### src/rtl/instr_decode_stage.sv
// Instruction decode stage.
// Splits an instruction word into opcode / mem-op / left / right fields and
// registers them behind a valid/ready handshake. A prefix word (opcode ==
// PFX_OPC) is absorbed without producing output. Its operand becomes the upper
// half of the immediate for the next ordinary word.
module instr_decode_stage #(
   parameter int               INSTR_W = 16,
   parameter int               FLD_W   = 4,
   parameter bit               EXT_EN  = 1'b1,
   parameter logic [FLD_W-1:0] PFX_OPC = 4'hF
) (
   input  logic                 clk,
   input  logic                 rst_n,
   input  logic                 flush,
   input  logic                 in_valid,
   input  logic [INSTR_W-1:0]   instr,
   output logic                 in_ready,
   output logic                 out_valid,
   input  logic                 out_ready,
   output logic [FLD_W-1:0]     op_code,
   output logic [FLD_W-1:0]     mem_op,
   output logic [FLD_W-1:0]     left_operand,
   output logic [FLD_W-1:0]     right_operand,
   output logic [2*FLD_W-1:0]   operand,
   output logic [4*FLD_W-1:0]   imm_ext,
   output logic                 imm_is_ext,
   output logic                 pfx_err
);

   typedef enum logic [0:0] {
      S_IDLE = 1'b0,
      S_PFX  = 1'b1
   } state_t;

   // The field split only makes sense when the word is exactly four fields wide.
   if (INSTR_W != 4*FLD_W) begin : g_width_check
      $error("instr_decode_stage: INSTR_W must equal 4*FLD_W");
   end

   // Incoming word broken into its fields.
   logic [FLD_W-1:0]   in_op;
   logic [FLD_W-1:0]   in_mem;
   logic [FLD_W-1:0]   in_left;
   logic [FLD_W-1:0]   in_right;
   logic [2*FLD_W-1:0] in_operand;
   logic               in_is_pfx;
   logic               accept;
   logic               xfer;

   state_t             state_q, state_d;
   logic [2*FLD_W-1:0] pfx_q, pfx_d;
   logic               valid_d;
   logic               pfx_err_d;
   logic [FLD_W-1:0]   op_d, mem_d, left_d, right_d;
   logic [4*FLD_W-1:0] imm_d;
   logic               imm_is_ext_d;

   assign in_op      = instr[4*FLD_W-1:3*FLD_W];
   assign in_mem     = instr[3*FLD_W-1:2*FLD_W];
   assign in_left    = instr[2*FLD_W-1:FLD_W];
   assign in_right   = instr[FLD_W-1:0];
   assign in_operand = {in_left, in_right};

   // A prefix opcode is only special when extension is built in.
   assign in_is_pfx = EXT_EN && (in_op == PFX_OPC);

   // Ready whenever the output register is free or draining this cycle.
   // Flush blocks acceptance.
   assign in_ready = (!out_valid || out_ready) && !flush;
   assign accept   = in_valid && in_ready;
   assign xfer     = out_valid && out_ready;

   assign operand  = {left_operand, right_operand};

   // Next-state and next-output decode.
   always_comb begin
      // NOTE: every variable gets a default before any branch, so no path
      // leaves one unassigned and no latch is inferred.
      state_d      = state_q;
      pfx_d        = pfx_q;
      valid_d      = out_valid;
      pfx_err_d    = 1'b0;
      op_d         = op_code;
      mem_d        = mem_op;
      left_d       = left_operand;
      right_d      = right_operand;
      imm_d        = imm_ext;
      imm_is_ext_d = imm_is_ext;

      if (flush) begin
         state_d = S_IDLE;
         pfx_d   = '0;
         valid_d = 1'b0;
      end else begin
         if (xfer) begin
            valid_d = 1'b0;
         end
         if (accept) begin
            if (in_is_pfx) begin
               // Prefix: remember its operand. A second prefix in a row
               // overwrites the first one and raises an error pulse.
               pfx_d     = in_operand;
               state_d   = S_PFX;
               pfx_err_d = (state_q == S_PFX);
            end else begin
               op_d    = in_op;
               mem_d   = in_mem;
               left_d  = in_left;
               right_d = in_right;
               valid_d = 1'b1;
               if (state_q == S_PFX) begin
                  imm_d        = {pfx_q, in_operand};
                  imm_is_ext_d = 1'b1;
               end else begin
                  imm_d        = {{(2*FLD_W){1'b0}}, in_operand};
                  imm_is_ext_d = 1'b0;
               end
               state_d = S_IDLE;
               pfx_d   = '0;
            end
         end
      end
   end

   // State, pending prefix and registered output fields.
   always_ff @(posedge clk or negedge rst_n) begin
      if (!rst_n) begin
         state_q       <= S_IDLE;
         pfx_q         <= '0;
         out_valid     <= 1'b0;
         pfx_err       <= 1'b0;
         op_code       <= '0;
         mem_op        <= '0;
         left_operand  <= '0;
         right_operand <= '0;
         imm_ext       <= '0;
         imm_is_ext    <= 1'b0;
      end else begin
         // NOTE: non-blocking assignments make all registers update together
         // from pre-edge values. This is what keeps the simulation free of
         // ordering races.
         state_q       <= state_d;
         pfx_q         <= pfx_d;
         out_valid     <= valid_d;
         pfx_err       <= pfx_err_d;
         op_code       <= op_d;
         mem_op        <= mem_d;
         left_operand  <= left_d;
         right_operand <= right_d;
         imm_ext       <= imm_d;
         imm_is_ext    <= imm_is_ext_d;
      end
   end

endmodule

### config.mk
export PLATFORM = sky130hd
export DESIGN_NAME = instr_decode_stage
export DESIGN_NICKNAME = d
export VERILOG_FILES = /design/src/rtl/instr_decode_stage.sv
export SDC_FILE = /design/constraint.sdc
export NUM_CORES = 1
export LEC_CHECK = 0
export CORE_ASPECT_RATIO = 0.6
export CORE_MARGIN = 5
export CORE_UTILIZATION = 24
export DETAILED_ROUTE_END_ITERATION = 8
export PLACE_DENSITY = 0.49
export SLEW_MARGIN = 30
export SYNTH_ARGS = -nofsm -noshare
export SYNTH_HDL_FRONTEND = slang
export SYNTH_SLANG_ARGS = --single-unit
### constraint.sdc
create_clock -name clk -period 1.5 [get_ports clk]
set_input_delay 0.3 -clock clk [delete_from_list [all_inputs] [get_ports clk]]
set_output_delay 0.3 -clock clk [all_outputs]
set_load 0.01 [all_outputs]
### Yosys cells after proc, flatten, opt, wreduce, memory -nomap -nowiden

Index checks and enable logic that the tools add are counted.

| cells by class | value |
|---|---|
| reduce and logical (&&, ||, !) cells | 8 |
| equal/unequal tests | 1 |
| bitwise logic cells | 2 |
| muxes and demuxes | 15 |

Operators by type and width:

| cell | number |
|---|---|
| two-way mux 8 bit | 3 |
| two-way mux 16 bit | 1 |
| two-way mux 1 bit | 11 |
| equality test 4 bit (second input constant) | 1 |
| logical AND 1 bit | 3 |
| AND reduction 3 bit | 1 |
| logical NOT 1 bit | 2 |
| NOT 1 bit | 2 |
| nonzero test 2 bit | 1 |
| logical OR 1 bit | 1 |

| storage, ports and cells | value |
|---|---|
| output and inout bits | 44 |
| input port bits | 21 |
| logic and storage cells | 36 |
| flip-flop bits (word level) | 44 |

### Logic depth before layout (Yosys ltp)

| logic depth | value |
|---|---|
| word-level depth | 6 |
| mapped depth | 5 |
| depth with buffers taken out | 3 |

### Worst setup path before layout

Ideal clock, no wire load.

| path | value |
|---|---|
| kind | register -> register |
| start | register out_valid |
| end | register state_q |
| setup time | 0.125 ns |
| slack | 0.152 ns |
| arrival | 1.223 ns |
| buffers on the path | 1 |
| clock period less this slack | 1.348 ns |
| cell stages (with the launch flop) | 5 |
| required time | 1.375 ns |
| cell sequence | dfrtp_1 nand2b_1 buf_2 and2_1 mux2_2 |

| on the way | value |
|---|---|
| word-level cells in the longest chain between the ends | 5 |

Ends and longest elaborated chain:

| item | line | source |
|---|---|---|
| start: declaration | 18 | `output logic out_valid,` |
| start signal: assignment | 144 | `out_valid <= valid_d;` |
| logical NOT 1 bit | 69 | `assign in_ready = (!out_valid \|\| out_ready) && !flush;` |
| logical OR 1 bit | 69 |  |
| logical AND 1 bit | 69 |  |
| logical AND 1 bit | 70 | `assign accept = in_valid && in_ready;` |
| nonzero test 2 bit (no source line) | - |  |
| end signal: assignment | 142 | `state_q <= state_d;` |
| end: declaration | 50 | `state_t state_q, state_d;` |

Every way passes these cells.
A chain may end at the register's enable or synchronous reset.

### Worst setup path after layout

| path | value |
|---|---|
| start | register mem_op[2] |
| end | output port mem_op[2] |

RTL lines:

| item | line | source |
|---|---|---|
| start: declaration | 21 | `output logic [FLD_W-1:0] mem_op,` |
| start signal: assignment | 147 | `mem_op <= mem_d;` |

No word-level cell between the ends.

==> impl_table.tex <==
\begin{tabular}{lr}
\hline
Metric & Value \\
\hline
\multicolumn{2}{l}{\textbf{GRT}} \\
Initial antenna violation count & 0 \\
Total global routing overflow & 0 \\
Via count of the first global-routing pass & 1,319 \\
Largest net degree at the start of global routing & 33 \\
First-pass GRT wire length & 7160 um \\
GRT Overall Usage & 0.105 \\
\multicolumn{2}{l}{\textbf{Final layout}} \\
Proportion of layout cells with a drive suffix above 1 & 0.294 \\
Layout Area Growth over Synthesis & 55.4\% \\
Layout net count & 231 \\
Final instance count without filler cells & 298 \\
Post-route cell area & 2660 um2 \\
Antenna cells & 0 \\
Commonest non-fill, non-tap cell in the layout & dfrtp\_1 \\
Commonest non-fill, non-tap cells in the layout & dfrtp\_1, dlygate4sd2\_1, clkdlybuf4s50\_1 \\
\multicolumn{2}{l}{\textbf{CTS}} \\
Clock Root Buffer & clkbuf\_16 \\
Max clock buf depth & 2 \\
Number of buffers inserted during clock tree synthesis & 5 \\
Clock-pin slew reported for the worst setup and hold paths after clock tree synthesis & 0.06 ns \\
Clock tree from TritonCTS & built \\
Number of levels the H-tree was split into & 2 \\
Worst skew pair latency & 0.28 ns \\
TritonCTS Sinks & 36 \\
\multicolumn{2}{l}{\textbf{STA}} \\
Crit path time final & 1.46 ns \\
Fin Setup TNS & 0 ns \\
Final Cycle Share & 0.976 \\
Final max-slew violation count & 0 \\
Unrepaired setup endpoints after global routing & no \\
Setup violations, final & 0 \\
Fin. Hold Viols & 0 \\
Fmax & 683 MHz \\
Max-slew headroom at the worst pin & 0.764 \\
Tightest Pin Transition & 0.354 ns \\
Worst-case clock skew & 0.00351 ns \\
\multicolumn{2}{l}{\textbf{Critical path}} \\
Critical setup path kind & reg -> out \\
Setup crit start kind & flip-flop \\
Max FO, Critical Path & 2 \\
WP data required & 1.20 ns \\
Cell at the slowest stage of the critical path & clkdlybuf4s50\_1 \\
Logic depth of the worst path, buffers included & 1 \\
Worst path arrival time & 1.16 ns \\
Register-to-register path setup slack & 0.15 ns \\
CP Launch Point & mem\_op[2] \\
Depth of the most critical reg-to-reg path & 5 \\
Startpoint of the worst register-to-register path & out\_valid \\
Type of destination of the critical path & output pin \\
Critical path capture point & mem\_op[2] \\
Worst reg2reg path endpoint & mem\_op[3] \\
Critical Path, Cell by Cell & clkdlybuf4s50\_1 \\
Buffering stage count on the worst path with inverters included & 1 \\
Family with the most delay on the worst path & buffers and inverters \\
Largest stage delay on the critical path & 0.54 ns \\
\multicolumn{2}{l}{\textbf{Status}} \\
Run status & finished, final reports clean \\
\multicolumn{2}{l}{\textbf{Flow run}} \\
Max-capacitance violation count & 0 \\
\multicolumn{2}{l}{\textbf{Floorplan}} \\
Die height & 75.4 um \\
Width of the die & 119 um \\
Site Rows & 23 \\
Die Footprint & 8970 um2 \\
Initial Utilization & 0.252 \\
Io pins & 65 \\
Core Box Area & 6790 um2 \\
\multicolumn{2}{l}{\textbf{Drt}} \\
Detailed-route wire length per cell & 14.6 um \\
DRT Pass-1 Iters & 4 \\
Residual DRC & 0 \\
Number of nets with antenna violations after routing & 0 \\
Violation count after the first detailed-routing iteration & 32 \\
Routed WL & 4350 um \\
Total number of vias & 1,252 \\
Per-cell via count in the routed design & 4.20 \\
\multicolumn{2}{l}{\textbf{Synth}} \\
Fraction of the yosys area taken by sequential cells & 0.527 \\
Main area contributors after synthesis & dfrtp\_1, mux2\_4, buf\_4 \\
Average cell area after synthesis & 12.3 um2 \\
Synth Cell Area & 1710 um2 \\
Share of the synthesized area in the top cell type & 0.527 \\
Flip-flop and latch count after synthesis & 36 \\
Post-synthesis net count & 160 \\
Ys Warns & 0 \\
Cell variety after synth & 23 \\
Syn Inst Count & 139 \\
Cell type with the highest aggregate area in the netlist & dfrtp\_1 \\
\multicolumn{2}{l}{\textbf{Hold path}} \\
Path category of the worst min-delay check & in -> reg \\
\multicolumn{2}{l}{\textbf{Place}} \\
Cell Count Post-Placement & 284 \\
Placed Area & 2450 um2 \\
Number of buffers inserted by port buffering & 64 \\
Final estimated routing congestion in global placement & 0.711 \\
Placed wire-length estimate & 3170 um \\
\multicolumn{2}{l}{\textbf{Pwr}} \\
Total power after layout & 3030 uW \\
Leakage power summed over all cells & 0.00135 uW \\
Total power per unit cell area & 1140 nW/um2 \\
IR Drop Worst-Case VDD & 0.385 mV \\
\hline
\end{tabular}
## state kept, by name, indices dropped and copies added (netlist names)
register and flops:
pfx_err 1, imm_is_ext 1, right_operand 3, pfx_q 8, imm_ext 10, out_valid 1
left_operand 3, state_q 1, op_code 4, mem_op 4
## cells in the mapped netlist, drive strengths merged
cell type and number:
nor2 3, a21oi 2, and3 1, a31oi 1
mux2i 8, nand3 1, and2 1, buf 21
a31o 8, nand2b 1, and2b 1, inv 17
dfrtp 36, a211oi 8, nor2b 2, mux2 17
nand4 1, clkbuf 2, nand2 8
## cell type report
type                       count  area [um2]
sequential                    36         901
clock inverter                 1        30.0
clock buffer                   7         153
multi-input combinational     63         577
tap                           87         109
fill                         683        4130
inverter                      17        63.8
timing repair buffer          87         826
## worst min path at each step
stage	start	to	slack, ns	cells after the start
2_1_floorplan	rst_n	imm_ext[10]	0.004	0
3_3_place_gp	rst_n	imm_ext[15]	0.13	1
3_5_place_dp	rst_n	imm_ext[15]	0.13	1
4_1_cts	rst_n	imm_ext[15]	0.37	2
5_1_grt	instr[12]	op_code[0]	0.32	2
6_report	instr[12]	op_code[0]	0.30	2
## through the flow
stage,hold slack (ns),utilization,setup slack [ns]
floorplan,0.00441,-,0.152
global placement,0.129,0.360,-0.268
detailed placement,0.130,0.360,-0.275
CTS,0.374,0.384,0.00594
global route,0.322,0.391,0.000282
finish,0.304,0.391,0.0355
## where the power goes
part / internal (uW) / leakage [uW] / switching [uW]
combinational: 375 / 0.000790 / 263
sequential: 1060 / 0.000465 / 61.8
clock: 875 / 0.0000901 / 398
total: 2310 / 0.00135 / 723
## what timing repair did
action                                  CTS  global route
resized for setup                        32            11
cloned                                    0             0
pin swaps                                 0             1
buffers inserted                          1             4
endpoints found under the hold margin     4             0
hold buffers                              1             0
endpoints found under the setup margin   31            23
## metal layers
metal / up-vias / part of all wire / routed length, um / track usage
met5: - / 0 / 0 / 0
met4: 0 / 0.017 / 74 / 0.0462
met3: 8 / 0.081 / 354 / 0.0453
met2: 49 / 0.41 / 1770 / 0.146
met1: 600 / 0.50 / 2150 / 0.142
li1: 595 / - / - / -
## kinds of logic after synthesis
group,after synthesis,synth area share
AO/OA/AOI/OAI,19,0.0856
buffers and inverters,40,0.139
flip-flops,36,0.527
multiplexers,25,0.185
AND/OR/NAND/NOR,19,0.0637
Note: power is estimated with default switching activity, not from simulation.
